==> src/rtl/pdm_audio_tx.sv <==
// PCM-to-PDM audio transmitter.
// Samples are buffered in a small FIFO and expanded to OSR bits each by a
// first-order delta-sigma modulator, clocked out at clk/DIV.
module pdm_audio_tx #(
    parameter int DIV   = 50,
    parameter int OSR   = 64,
    parameter int DEPTH = 4
) (
    input  logic        clk,
    input  logic        reset,
    input  logic        en,
    input  logic [15:0] sample_data,
    input  logic        sample_valid,
    output logic        sample_ready,
    output logic        pdm_clk,
    output logic        pdm_out,
    output logic        underrun,
    output logic        active
);

    localparam int DW = (DIV   > 1) ? $clog2(DIV)   : 1;
    localparam int OW = (OSR   > 1) ? $clog2(OSR)   : 1;
    localparam int AW = (DEPTH > 1) ? $clog2(DEPTH) : 1;
    localparam int CW = AW + 1;

    logic [15:0]   mem [DEPTH];
    logic [AW-1:0] wr_ptr_q, wr_ptr_d;
    logic [AW-1:0] rd_ptr_q, rd_ptr_d;
    logic [CW-1:0] count_q, count_d;
    logic          ready_q, ready_d;
    logic          en_q;
    logic [DW-1:0] div_cnt_q, div_cnt_d;
    logic [OW-1:0] bit_cnt_q, bit_cnt_d;
    logic [15:0]   acc_q, acc_d;
    logic [15:0]   cur_q, cur_d;
    logic          pdm_clk_q, pdm_clk_d;
    logic          pdm_out_q, pdm_out_d;
    logic          underrun_q, underrun_d;

    logic          run, tick, load, fifo_empty, push, pop;
    logic [15:0]   u;
    logic [16:0]   sum;

    // Next-state logic for FIFO bookkeeping, bit timing and the modulator.
    // The run qualifier needs both the live and registered enable, so the
    // first enabled edge only arms the block and a falling en clears at once.
    always_comb begin
        run        = en & en_q;
        tick       = run && (div_cnt_q == DW'(DIV - 1));
        load       = tick && (bit_cnt_q == '0);
        fifo_empty = (count_q == '0);
        push       = sample_valid & ready_q;
        pop        = load & ~fifo_empty;

        cur_d = cur_q;
        if (load) begin
            cur_d = fifo_empty ? 16'h0000 : mem[rd_ptr_q];
        end
        u   = cur_d ^ 16'h8000;
        sum = {1'b0, acc_q} + {1'b0, u};

        div_cnt_d = div_cnt_q;
        bit_cnt_d = bit_cnt_q;
        acc_d     = acc_q;
        pdm_out_d = pdm_out_q;
        if (!run) begin
            div_cnt_d = '0;
            bit_cnt_d = '0;
            acc_d     = '0;
            pdm_out_d = 1'b0;
        end else if (tick) begin
            div_cnt_d = '0;
            bit_cnt_d = (bit_cnt_q == OW'(OSR - 1)) ? '0 : bit_cnt_q + OW'(1);
            acc_d     = sum[15:0];
            pdm_out_d = sum[16];
        end else begin
            div_cnt_d = div_cnt_q + DW'(1);
        end

        pdm_clk_d  = run && (div_cnt_d >= DW'(DIV / 2));
        underrun_d = load & fifo_empty;

        wr_ptr_d = wr_ptr_q + AW'(push);
        rd_ptr_d = rd_ptr_q + AW'(pop);
        count_d  = count_q + CW'(push) - CW'(pop);
        ready_d  = (count_d != CW'(DEPTH));
    end

    // State registers; reset clears everything and holds outputs low.
    always_ff @(posedge clk) begin
        if (reset) begin
            wr_ptr_q   <= '0;
            rd_ptr_q   <= '0;
            count_q    <= '0;
            ready_q    <= 1'b0;
            en_q       <= 1'b0;
            div_cnt_q  <= '0;
            bit_cnt_q  <= '0;
            acc_q      <= '0;
            cur_q      <= '0;
            pdm_clk_q  <= 1'b0;
            pdm_out_q  <= 1'b0;
            underrun_q <= 1'b0;
        end else begin
            wr_ptr_q   <= wr_ptr_d;
            rd_ptr_q   <= rd_ptr_d;
            count_q    <= count_d;
            ready_q    <= ready_d;
            en_q       <= en;
            div_cnt_q  <= div_cnt_d;
            bit_cnt_q  <= bit_cnt_d;
            acc_q      <= acc_d;
            cur_q      <= cur_d;
            pdm_clk_q  <= pdm_clk_d;
            pdm_out_q  <= pdm_out_d;
            underrun_q <= underrun_d;
        end
    end

    // FIFO storage; contents need no reset since the pointers gate them.
    always_ff @(posedge clk) begin
        if (!reset && push) begin
            mem[wr_ptr_q] <= sample_data;
        end
    end

    assign sample_ready = ready_q;
    assign pdm_clk      = pdm_clk_q;
    assign pdm_out      = pdm_out_q;
    assign underrun     = underrun_q;
    assign active       = en_q;

endmodule

==> config.mk <==
export PLATFORM = sky130hd
export DESIGN_NAME = pdm_audio_tx
export DESIGN_NICKNAME = d
export VERILOG_FILES = /design/src/rtl/pdm_audio_tx.sv
export SDC_FILE = /design/constraint.sdc
export NUM_CORES = 1
export LEC_CHECK = 0
export BUFFER_PORTS_ARGS = -buffer_cell sky130_fd_sc_hd__buf_2
export CAP_MARGIN = 20
export CORE_ASPECT_RATIO = 1.2
export CORE_MARGIN = 5
export CORE_UTILIZATION = 55
export CTS_BUF_LIST = sky130_fd_sc_hd__clkbuf_2 sky130_fd_sc_hd__clkbuf_4 sky130_fd_sc_hd__clkbuf_8
export CTS_CLUSTER_SIZE = 28
export DETAILED_ROUTE_END_ITERATION = 10
export PLACE_DENSITY = 0.74
export SLEW_MARGIN = 20
export SYNTH_ARGS = -nofsm -noshare
export SYNTH_HDL_FRONTEND = slang
export SYNTH_SLANG_ARGS = --single-unit
export TNS_END_PERCENT = 100
==> constraint.sdc <==
create_clock -name clk -period 10.1 [get_ports clk]
set_clock_uncertainty 0.15 [all_clocks]
set_input_delay 2.02 -clock clk [delete_from_list [all_inputs] [get_ports clk]]
set_output_delay 2.02 -clock clk [all_outputs]
set_load 0.1 [all_outputs]
# ---- Yosys cells after proc, flatten, opt, wreduce, memory -nomap -nowiden
# Memories as Yosys holds them, arrays and structs flattened. A register that Yosys moved wholly into a read port is not among the register bits.
# Cells that the tools add are included.
dict set report classes {
  addsub 7
  magnitude_cmp 1
  n_eq_ne 3
  n_mux 8
  bitwise_logic 7
  n_reduce_logical 8
}
# operator n
set ops {}
lappend ops {{16-bit two-way mux} 2}
lappend ops {{6-bit two-way mux} 3}
lappend ops {{16-bit by 16-bit adder with 17-bit output} 1}
lappend ops {{6-bit by 1-bit adder with 6-bit output, second input constant} 2}
lappend ops {{6-bit == test, second input constant} 2}
lappend ops {{6-bit by 5-bit greater-or-equal comparator with 1-bit output, second input constant} 1}
lappend ops {{6-bit zero test} 1}
lappend ops {{2-bit by 1-bit adder with 2-bit output} 2}
lappend ops {{1-bit bitwise AND} 4}
lappend ops {{1-bit logical AND} 4}
lappend ops {{3-bit by 1-bit adder with 3-bit output} 1}
lappend ops {{3-bit zero test} 1}
lappend ops {{3-bit != test, second input constant} 1}
lappend ops {{1-bit NOT} 3}
lappend ops {{3-bit by 1-bit subtractor with 3-bit output} 1}
lappend ops {{1-bit two-way mux} 2}
lappend ops {{2-bit two-way mux} 1}
lappend ops {{2-bit OR reduction} 1}
lappend ops {{1-bit zero test} 1}
dict set report totals {
  regBits 56
  mem_bits_rw 64
  output_inout_bits 5
  memories 1
}
# name depth width rd rd_ports_with_merged_regs wr line
set mem_list {}
lappend mem_list {mem 4 16 1 1 1 26} ;# logic [15:0] mem [DEPTH];

# ---- Depth between registers and ports, before layout
# Gate-level depths: netlist (run 1).
dict set report depth {
  word_depth 6
  depth_mapped 14
}

# ---- Worst setup path after synthesis (run 1)
# OpenSTA, ideal clock, no wires.
dict set report synth_path {
  path_kind {input -> register}
  startpoint {in en}
  endpoint {reg acc_q[13]}
  setup_time_ps 117
  arrival_time_ps 4462
  required_time_ps 9833
  path_slack_ps 5370
  cell_stages 11
  n_path_buf 1
  path_cell_list {and4b_2 nand4_2 buf_2 a22oi_1 inv_1 ha_1 a211oi_1 o211a_1 nor3_1 or3_1 a32o_1}
}
dict set report synth_via {
  elab_chain_len 5
  word_cells_on_any_way 7
}
# item line
set synth_rtl {}
lappend synth_rtl {{from (decl)} 11} ;# input logic en,
lappend synth_rtl {{1-bit bitwise AND} 48} ;# run = en & en_q;
lappend synth_rtl {{1-bit logical AND} 49} ;# tick = run && (div_cnt_q == DW'(DIV - 1));
lappend synth_rtl {{1-bit logical AND} 50} ;# load = tick && (bit_cnt_q == '0);
lappend synth_rtl {{16-bit two-way mux} 56} ;# if (load) begin
lappend synth_rtl {{net cur_d[1]} 35} ;# logic [15:0] cur_q, cur_d;
lappend synth_rtl {{16-bit by 16-bit adder with 17-bit output} 60} ;# sum = {1'b0, acc_q} + {1'b0, u};
lappend synth_rtl {{to (signal assigned)} 99} ;# acc_q <= '0;
lappend synth_rtl {{to (signal assigned)} 112} ;# acc_q <= acc_d;
lappend synth_rtl {{to (decl)} 34} ;# logic [15:0] acc_q, acc_d;
# The timed path passes the listed nets, and every way through them passes these cells.
# A chain may end at the register's enable or synchronous reset.

# ---- Worst setup path after layout (run 1)
dict set report layout_path {
  startpoint {in en}
  endpoint {reg pdm_out_q (netlist: pdm_out)}
}
dict set report layout_via {
  word_cells_on_any_way 8
}
# item line
set layout_rtl {}
lappend layout_rtl {{1-bit bitwise AND} 48}
lappend layout_rtl {{1-bit logical AND} 49}
lappend layout_rtl {{1-bit logical AND} 50}
lappend layout_rtl {{16-bit two-way mux} 56}
lappend layout_rtl {{net cur_d[0]} 35}
lappend layout_rtl {{16-bit by 16-bit adder with 17-bit output} 60}
lappend layout_rtl {{to (signal assigned)} 115} ;# pdm_out_q <= pdm_out_d;
lappend layout_rtl {{to (decl)} 37} ;# logic pdm_out_q, pdm_out_d;
# The timed path passes the listed nets, and every way through them passes these cells.

==> metrics.txt, run 1 <==
status=complete, no violations; Synth Area in XOR/XNOR=0.0177; Seq cells post-synth=120; WL final=9800 um; final number of setup-violating endpoints=0; top-count cell post-synth=edfxtp_1; vias per cell=5.87; sequential area share after synthesis=0.560; Synth Area in Compound Gates=0.120; logic gate share of total power=0.032; Worst-Margin Slew=0.864 ns; syn avg cell area=12.3 um2; Fin Setup TNS=0 ns; Layout area overhead=12.0%; layout cells sized above 1=0.182; Initial Utilization=0.565; Post-Syn Area=0.00543 mm2; main flop type after synthesis=edfxtp_1; fin crit share=0.522; CORE AREA=0.00961 mm2; crit start category=input port; Worst-path clk slew=0.07 ns; Worst Path Max Fanout=18; buffer depth of the longest clock path=2; Pint=801 uW; Critical Path RT=10.27 ns; delay-heaviest family, CP=simple AND/OR/NAND/NOR gates; hold_buf cts=0; sequential share of power=0.517; final worst slack=4.83 ns; Tmin final=5.27 ns; Yosys warnings=0; GRT Total Usage=0.176; WHS Path Cells=2; PortBufs=24; total power=1.01 mW; total gr overflow=0; largest family of logic cells by synthesized area=simple AND/OR/NAND/NOR gates; Yosys top cell area share=0.354; Clock H-tree levels=4; # rows=39; remaining antenna violation count=0; nets=513; Cell Chain, Critical Path=buf_2 -> and4b_2 -> nand4_2 -> nor2_4 -> a22o_1 -> ha_1 -> inv_1 -> fa_1 -> nor2b_1 -> o2111ai_1 -> a21oi_1 -> o21bai_1 -> a221oi_1; crit path buf inv count=2; largest net degree at the start of global routing=34; number of global-route vias before repair=3549; DR iter-0 viols=194; cells on worst reg2reg path=13; maxcap violations=0; pre-CTS setup slack=4.43 ns; commonest cells in the netlist=edfxtp_1, dfxtp_1, a21oi_1; CP Capture Type=flip-flop; synth unique cells=61; Setup Fix Bufs, Post-CTS=0; CTS tree=built; clock group share of total power=0.451; Post-DP HPWL=6700 um; CTS Buf Count=17; clock sink total=120; slowest cell on the critical path=nor2_4; RSZ-0062 raised after global routing=false; pins over their slew limit=0; worst vdd ir=121 uV; post-synthesis adder-cell area fraction=0.0626; non-filler cells, final=602; switching fraction of total power=0.209; DR vias=3531; Root Buffer=clkbuf_8; critical path depth=13; pwr/cell area=166 mW/mm2; Final Wtd Congestion=0.821; die area=0.0120 mm2; dpl cells=571; fmax=190 MHz; first-pass GRT wire length=16800 um; Synth area leaders=edfxtp_1, dfxtp_1, mux4_2, ha_1, a21oi_1; drt first pass iters=4; Residual DRC=0; # resized after CTS=0; mux cell area share after synthesis=0.0682; Worst slew margin=0.422; initial antenna violation count=0; antenna fix cells=0; DR WL/cell=16.3 um; Die Y=119 um; Post-Syn Instances=440; num ports=25; Final Hold Fails=0; Hold Path Class=flip-flop to flip-flop; Die Wd=101 um; leakage=2.25 nW; fill count=722; Post-synth EDFFs=64; syn nets=486; worst path arrival time=5.44 ns; Setup Crit Path Kind=input port to flip-flop; Post-Synth Simple-Gate Area=0.143; asr flop ratio synth=0; Skew-Pair Late Insertion Delay=0.42 ns; CP max stage delay=0.53 ns; final core utilization=0.633; largest area contributor in the netlist=edfxtp_1; switching power=212 uW
[power by group through the flow]
| stage | Combinational, mW | Sequential (mW) | Clock, mW |
|---|---|---|---|
| after global routing | 0.0356 | 0.524 | 0.487 |
| after floorplan | 0.0147 | 0.539 | 0 |
| final | 0.0324 | 0.524 | 0.457 |
| after detailed placement | 0.0326 | 0.534 | 0 |
| after global placement | 0.0317 | 0.534 | 0 |
| after CTS | 0.0328 | 0.524 | 0.464 |
[layout by cell type (no fill, tap or decap), drive strengths merged, types with 8 or more instances in the layout]
cell,count
nand2,27
edfxtp,64
nand3,12
nor2b,16
nor3,10
a21oi,27
nor2,25
a22o,15
clkbuf,18
o21ai,14
dfxtp,56
mux4,16
nand4,8
buf,29
ha,24
inv,12
[worst reg2reg max path: stages, from the launching register on]
cell and delay [ns]:
dfxtp_1 0.44, ha_1 0.20, and4b_2 0.26, nand4_2 0.44, nor2_4 0.53, a22o_1 0.21
ha_1 0.19, inv_1 0.07, fa_1 0.37, nor2b_1 0.23, o2111ai_1 0.25, a21oi_1 0.38
o21bai_1 0.13, a221oi_1 0.23
[through the flow]
stage	hold slack (ns)	cell area, um2
after floorplan	0.286	5430
after global placement	0.301	5660
after detailed placement	0.312	5660
after CTS	0.321	6080
after global routing	0.342	6080
final	0.311	6080
[registers in the layout (all words and copies together), names as in the netlist]
signal        count
wr_ptr_q          2
cur_q            16
mem              64
underrun          1
rd_ptr_q          2
div_cnt_q         6
pdm_out           1
pdm_clk           1
bit_cnt_q         6
acc_q            16
active            1
count_q           3
sample_ready      1
[worst paths after layout]
check,slack [ns],startpoint,to
worst max register to register,5.91,div_cnt_q[0]$_SDFF_PP0_,pdm_out$_SDFFE_PP0P_
worst max-delay path,4.83,en,pdm_out$_SDFFE_PP0P_
worst min-delay path,0.31,acc_q[5]$_SDFFE_PP0P_,acc_q[5]$_SDFFE_PP0P_
worst min register to register,0.31,acc_q[5]$_SDFFE_PP0P_,acc_q[5]$_SDFFE_PP0P_
[routing by layer]
metal | wire length [um] | vias up | share of wire | global-route usage
met4 | 133 | 0 | 0.014 | 0.0640
met1 | 4320 | 1712 | 0.44 | 0.223
li1 | - | 1737 | - | -
met2 | 4930 | 68 | 0.50 | 0.292
met3 | 420 | 14 | 0.043 | 0.0444
met5 | 0 | - | 0 | 0
[area by class of cell]
cell class,instances,area [um2],share of cell area
Tap cell,123,154,0.0253
Inverter,11,41.3,0.00679
Clock inverter,13,179,0.0294
Timing Repair Buffer,29,158,0.0259
Clock buffer,18,241,0.0397
Sequential cell,120,3040,0.500
Multi-Input combinational cell,288,2270,0.373
[cells by family after synthesis]
group | count (synthesis)
muxes | 17
and+or+nand+nor | 139
AOI/OAI and AO/OA | 95
DFF | 120
adders and majority gates | 26
xor gates and xnor gates | 11
buffers and inverters | 32
No activity file was read; power rests on OpenSTA's default activity.
==> inputs of run 2 (changes only) <==
PLACE_DENSITY = 0.76   (was 0.74)
clock period = 4.5 ns   (was 10.1 ns; I/O delays follow)
==> run 2 against run 1 <==
Register-to-register slack lost 5.2 ns. Non-clock buffer count rose by 4. Sequential share of layout area fell by 0.15 points. Total power up 120%. Clock power grew 120%. Clock-buffer cell count shrank 1. First-iteration DRC count is 12% lower. Core utilization rose by 0.20 points. Hold slack gained 0.0039 ns. Combinational power is 130% higher. Critical path type is now flip-flop to flip-flop.
==> metrics.txt, run 2 (synthesis gave the netlist of run 1 again) <==
Top reg by flops=mem; switching power=507 uW; Pint=1.74 mW; Initial Utilization=0.565; # resized after CTS=0; commonest non-fill, non-tap cell in the layout=edfxtp_1; RR Endpoint=pdm_out$_SDFFE_PP0P_; Worst-path clk slew=0.08 ns; slowest cell on the critical path=dfxtp_1; Cell Chain, Critical Path=ha_1 -> and4b_2 -> nand4_2 -> nor2_4 -> buf_4 -> a22oi_1 -> fa_1 -> nor2b_1 -> o2111ai_1 -> a21oi_1 -> o21bai_1 -> a221oi_1; Die Y=119 um; CTS tree=built; cells on worst reg2reg path=12; biggest regs=mem x64, acc_q x16, cur_q x16; CORE AREA=0.00961 mm2; nets=517; hold_sp=acc_q[4]$_SDFFE_PP0P_; most frequent cells in the layout=edfxtp_1, dfxtp_1, a21oi_1; total gr overflow=0; non-filler cells, final=606; Hold Path Class=flip-flop to flip-flop; num ports=25; worst path arrival time=3.97 ns; final worst slack=0.715 ns; # rows=39; Layout area overhead=12.3%; Root Buffer=clkbuf_8; pre-CTS setup slack=0.379 ns; Tmin final=3.78 ns; final number of setup-violating endpoints=0; Residual DRC=0; dpl cells=575; Setup Crit Path Kind=flip-flop to flip-flop; clock sink total=120; Worst Path Max Fanout=17; leakage=2.24 nW; layout cells sized above 1=0.186; DR iter-0 viols=170; register-to-register setup slack=0.72 ns; vias per cell=5.94; Skew-Pair Late Insertion Delay=0.43 ns; DR WL/cell=17.1 um; Die Wd=101 um; max FFs per register=64; delay-heaviest family, CP=compound AO/OA/AOI/OAI gates; first-pass GRT wire length=17600 um; status=complete, no violations; die area=0.0120 mm2; initial antenna violation count=0; remaining antenna violation count=0; Post-DP HPWL=6960 um; Final Hold Fails=0; pins over their slew limit=0; number of global-route vias before repair=3638; fin crit share=0.841; sequential share of power=0.523; pwr/cell area=368 mW/mm2; hold path endpoint=acc_q[4]$_SDFFE_PP0P_; maxcap violations=0; FF-to-FF Start=div_cnt_q[0]$_SDFF_PP0_; fmax=264 MHz; PortBufs=24; WL final=10400 um; Worst-Margin Slew=0.858 ns; logic gate share of total power=0.033; DR vias=3598; largest net degree at the start of global routing=34; GRT Total Usage=0.189; crit path buf inv count=1; crit start category=flip-flop; Final Instance Area=0.00610 mm2; RSZ-0062 raised after global routing=false; antenna fix cells=0; switching fraction of total power=0.225; buffer depth of the longest clock path=2; Setup Fix Bufs, Post-CTS=0; drt first pass iters=5; CP max stage delay=0.44 ns; hold_buf cts=0; Worst slew margin=0.427; Critical Path RT=4.69 ns; WHS Path Cells=2; Final Wtd Congestion=0.846; CTS Buf Count=17; CP Capture Type=flip-flop; Fin Setup TNS=0 ns; placed cell area=0.00569 mm2; clock group share of total power=0.444; worst vdd ir=338 uV; Clock H-tree levels=4; final core utilization=0.635
-- run 2: worst max-delay path by stage --
stage | startpoint | end | slack, ns | cells after the start
2_1_floorplan | active$_SDFF_PP0_ | acc_q[13]$_SDFFE_PP0P_ | 0.68 | 11
3_3_place_gp | en | pdm_out$_SDFFE_PP0P_ | 0.51 | 12
3_5_place_dp | en | pdm_out$_SDFFE_PP0P_ | 0.38 | 12
4_1_cts | div_cnt_q[0]$_SDFF_PP0_ | pdm_out$_SDFFE_PP0P_ | 0.70 | 12
5_1_grt | div_cnt_q[0]$_SDFF_PP0_ | pdm_out$_SDFFE_PP0P_ | 0.34 | 12
6_report | div_cnt_q[0]$_SDFF_PP0_ | pdm_out$_SDFFE_PP0P_ | 0.72 | 12
-- run 2: power by group through the flow --
stage	combinational (mW)	clock, mW	sequential, mW
detailed placement	0.0749	0	1.20
CTS	0.0754	1.01	1.17
finish	0.0746	0.999	1.17
global route	0.0808	1.07	1.18
floorplan	0.0330	0	1.21
global placement	0.0725	0	1.20
-- run 2: routing by layer --
| metal | up-vias | global-route usage | wire length (um) |
|---|---|---|---|
| li1 | 1739 | - | - |
| met5 | - | 0 | 0 |
| met3 | 27 | 0.0439 | 551 |
| met2 | 107 | 0.304 | 5110 |
| met4 | 0 | 0.101 | 297 |
| met1 | 1725 | 0.234 | 4410 |
-- run 2: worst register-to-register path, cell delays in order, from the launching register on --
cell,delay (ns)
dfxtp_1,0.44
ha_1,0.21
and4b_2,0.27
nand4_2,0.31
nor2_4,0.21
buf_4,0.23
a22oi_1,0.16
fa_1,0.44
nor2b_1,0.24
o2111ai_1,0.24
a21oi_1,0.42
o21bai_1,0.13
a221oi_1,0.24
-- run 2: per-stage QoR --
step	power [mW]	hold slack (ns)
after floorplan	1.24	0.286
after global placement	1.27	0.295
after detailed placement	1.27	0.305
after CTS	2.26	0.317
after global routing	2.32	0.347
final	2.25	0.314
-- run 2: final cells by class --
type / instances / area (um2)
clock buffer: 17 / 234
clock inverter: 14 / 175
fill: 724 / 3510
inverter: 11 / 41.3
multi-input combinational: 288 / 2270
sequential: 120 / 3040
tap: 123 / 154
timing repair buffer: 33 / 188
==> inputs of run 3 (changes only) <==
ABC_AREA = 1   (was default)
clock period = 3 ns   (was 4.5 ns; I/O delays follow)
==> run 3 against run 2 <==
Hold slack lost 0.090 ns. Final area grew 6.3%. Sequential share of layout area shrank 2.8 points. Sequential power grew 50%. Critical path depth grew 9. Clock power grew 45%. Maximum frequency grew 33%. Die area grew 4.1%. Cell count grew 34%. Via count grew 18%. Largest power group unchanged.
==> metrics.txt, run 3 <==
DR vias=4263; CP Capture Type=flip-flop; biggest regs=mem x64, acc_q x16, cur_q x16; DR WL/cell=14.0 um; Top reg by flops=mem; Worst-path clk slew=0.07 ns; drt first pass iters=4; Root Buffer=clkbuf_8; Critical Path RT=3.19 ns; top-count cell post-synth=nor2_1; WL final=11400 um; Worst-Margin Slew=0.588 ns; Post-Syn Instances=634; Post-DP HPWL=7840 um; Tmin final=2.84 ns; logic gate share of total power=0.033; buffer depth of the longest clock path=2; Die Y=121 um; switching fraction of total power=0.216; sequential share of power=0.531; Residual DRC=0; maxcap violations=0; Yosys warnings=0; pins over their slew limit=0; asr flop ratio synth=0; Post-synth EDFFs=64; # rows=40; largest area contributor in the netlist=edfxtp_1; placed cell area=0.00602 mm2; slowest cell on the critical path=dfxtp_2; Yosys top cell area share=0.338; Layout area overhead=14.3%; Worst slew margin=0.608; switching power=716 uW; antenna fix cells=0; layout cells sized above 1=0.175; commonest cells in the netlist=nor2_1, nand2_1, inv_1; number of global-route vias before repair=4383; final number of setup-violating endpoints=0; pre-CTS setup slack=-0.101 ns; largest net degree at the start of global routing=36; fin crit share=0.945; syn nets=680; num ports=25; main flop type after synthesis=edfxtp_1; Hold Path Class=input port to flip-flop; max FFs per register=64; Setup Crit Path Kind=flip-flop to flip-flop; Synth area leaders=edfxtp_1, dfxtp_1, nor2_1, nand2_1, inv_1; Initial Utilization=0.564; total gr overflow=0; commonest non-fill, non-tap cell in the layout=nor2_1; sequential area share after synthesis=0.536; leakage=2.88 nW; status=complete, no violations; DR iter-0 viols=209; Post-Syn Area=0.00568 mm2; vias per cell=5.24; cell repeated most along the worst path=nand2_1; synth unique cells=35; Worst Path Max Fanout=16; crit start category=flip-flop; Fin Setup TNS=0 ns; Final Wtd Congestion=0.882; CP max stage delay=0.34 ns; clock group share of total power=0.436; CTS Buf Count=17; hold_buf cts=0; Die Wd=103 um; remaining antenna violation count=0; clock sink total=120; worst path arrival time=3.02 ns; worst vdd ir=416 uV; Seq cells post-synth=120; Cell Chain, Critical Path=inv_1 -> ha_1 -> nand2_1 -> nor2_2 -> nand2_4 -> nor2_4 -> nand2_2 -> clkinv_4 -> buf_12 -> a22oi_2 -> inv_1 -> ha_1 -> or2_2 -> nand3b_1 -> nand2_2 -> nand2_1 -> nand2_1 -> nand2_1 -> nand3_1 -> nand2_1 -> inv_1; initial antenna violation count=0; Final Hold Fails=0; most frequent cells in the layout=nor2_1, inv_1, nand2_1; final worst slack=0.164 ns; PortBufs=24; GRT Total Usage=0.201; Clock H-tree levels=4; fill count=790; total power=3.32 mW; first-pass GRT wire length=19700 um; syn avg cell area=8.96 um2; pwr/cell area=511 mW/mm2; CTS tree=built; RSZ-0062 raised after global routing=true; die area=0.0125 mm2; fmax=353 MHz; Skew-Pair Late Insertion Delay=0.43 ns; Pint=2.60 mW; Final Instance Area=0.00649 mm2; nets=721; CORE AREA=0.0101 mm2
-- run 3: cell count changes in the layout (fill, tap and decap cells not counted), moves of 15 or more --
cell,delta
a22o_1,-15
o22ai_1,+16
inv_1,+82
nor2b_1,-16
nand3_1,+20
mux4_2,-16
o21ai_0,+30
nand2_1,+66
nor2_1,+75
-- run 3: what timing repair did --
action	in CTS	in global routing
endpoints found under the setup margin	1	11
cloned	0	0
pin swaps	0	2
setup buffers	0	1
hold endpoints to repair	0	0
resized for setup	1	18
-- run 3: logic make-up (layout without fill, tap and decap cells) --
family,after synthesis,in the layout,share of synthesized area
simple gates,261,261,0.193
flops,120,120,0.536
compound gates,97,97,0.109
buf+inv,119,172,0.0855
fa+ha+maj,26,26,0.0599
xor+xnor,11,11,0.0170
-- run 3: stage by stage --
stage	utilization	instances	hold WS [ns]
floorplan	-	634	0.312
global placement	0.599	781	0.323
detailed placement	0.599	781	0.335
CTS	0.639	812	0.209
global route	0.645	813	0.208
finish	0.645	813	0.224
-- run 3: worst paths after layout --
kind,from,to,slack [ns],cells after the start
setup / recovery,div_cnt_q[1]$_SDFF_PP0_,acc_q[13]$_SDFFE_PP0P_,0.16,21
hold / removal,sample_data[11],mem[1][11]$_DFFE_PP_,0.22,1
setup reg to reg,div_cnt_q[1]$_SDFF_PP0_,acc_q[13]$_SDFFE_PP0P_,0.16,21
hold reg to reg,bit_cnt_q[0]$_SDFFE_PP0P_,bit_cnt_q[0]$_SDFFE_PP0P_,0.34,2
-- run 3: power groups by stage --
stage	logic, mW	clock network, mW	registers [mW]
2_1_floorplan	0.0490	0	1.81
3_3_place_gp	0.104	0	1.80
3_5_place_dp	0.109	0	1.80
4_1_cts	0.109	1.47	1.76
5_1_grt	0.122	1.56	1.76
6_report	0.109	1.45	1.76
-- run 3: critical path: cells and delay by family (launching register included) --
family                   cells  cell delay [ns]
flip-flops                   1             0.34
AND/OR/NAND/NOR             13             1.26
AO/OA/AOI/OAI                1             0.14
adder cells (fa/ha/maj)      2             0.47
buffers and inverters        5             0.36
-- run 3: metal layers --
layer  wire [um]  vias to the layer above  global-route usage
li1            -                     2181                   -
met1        4730                     2001               0.231
met2        6120                       67               0.362
met3         377                       14              0.0408
met4         150                        0              0.0785
met5           0                        -                   0
-- run 3: layout make-up --
type                       count  area [um2]  share of cell area
clock buffer                  18         241              0.0372
clock inverter                13         156              0.0241
inverter                      99         379              0.0584
multi-input combinational    395        2220               0.342
sequential                   120        3050               0.470
tap                          126         158              0.0243
timing repair buffer          42         280              0.0432
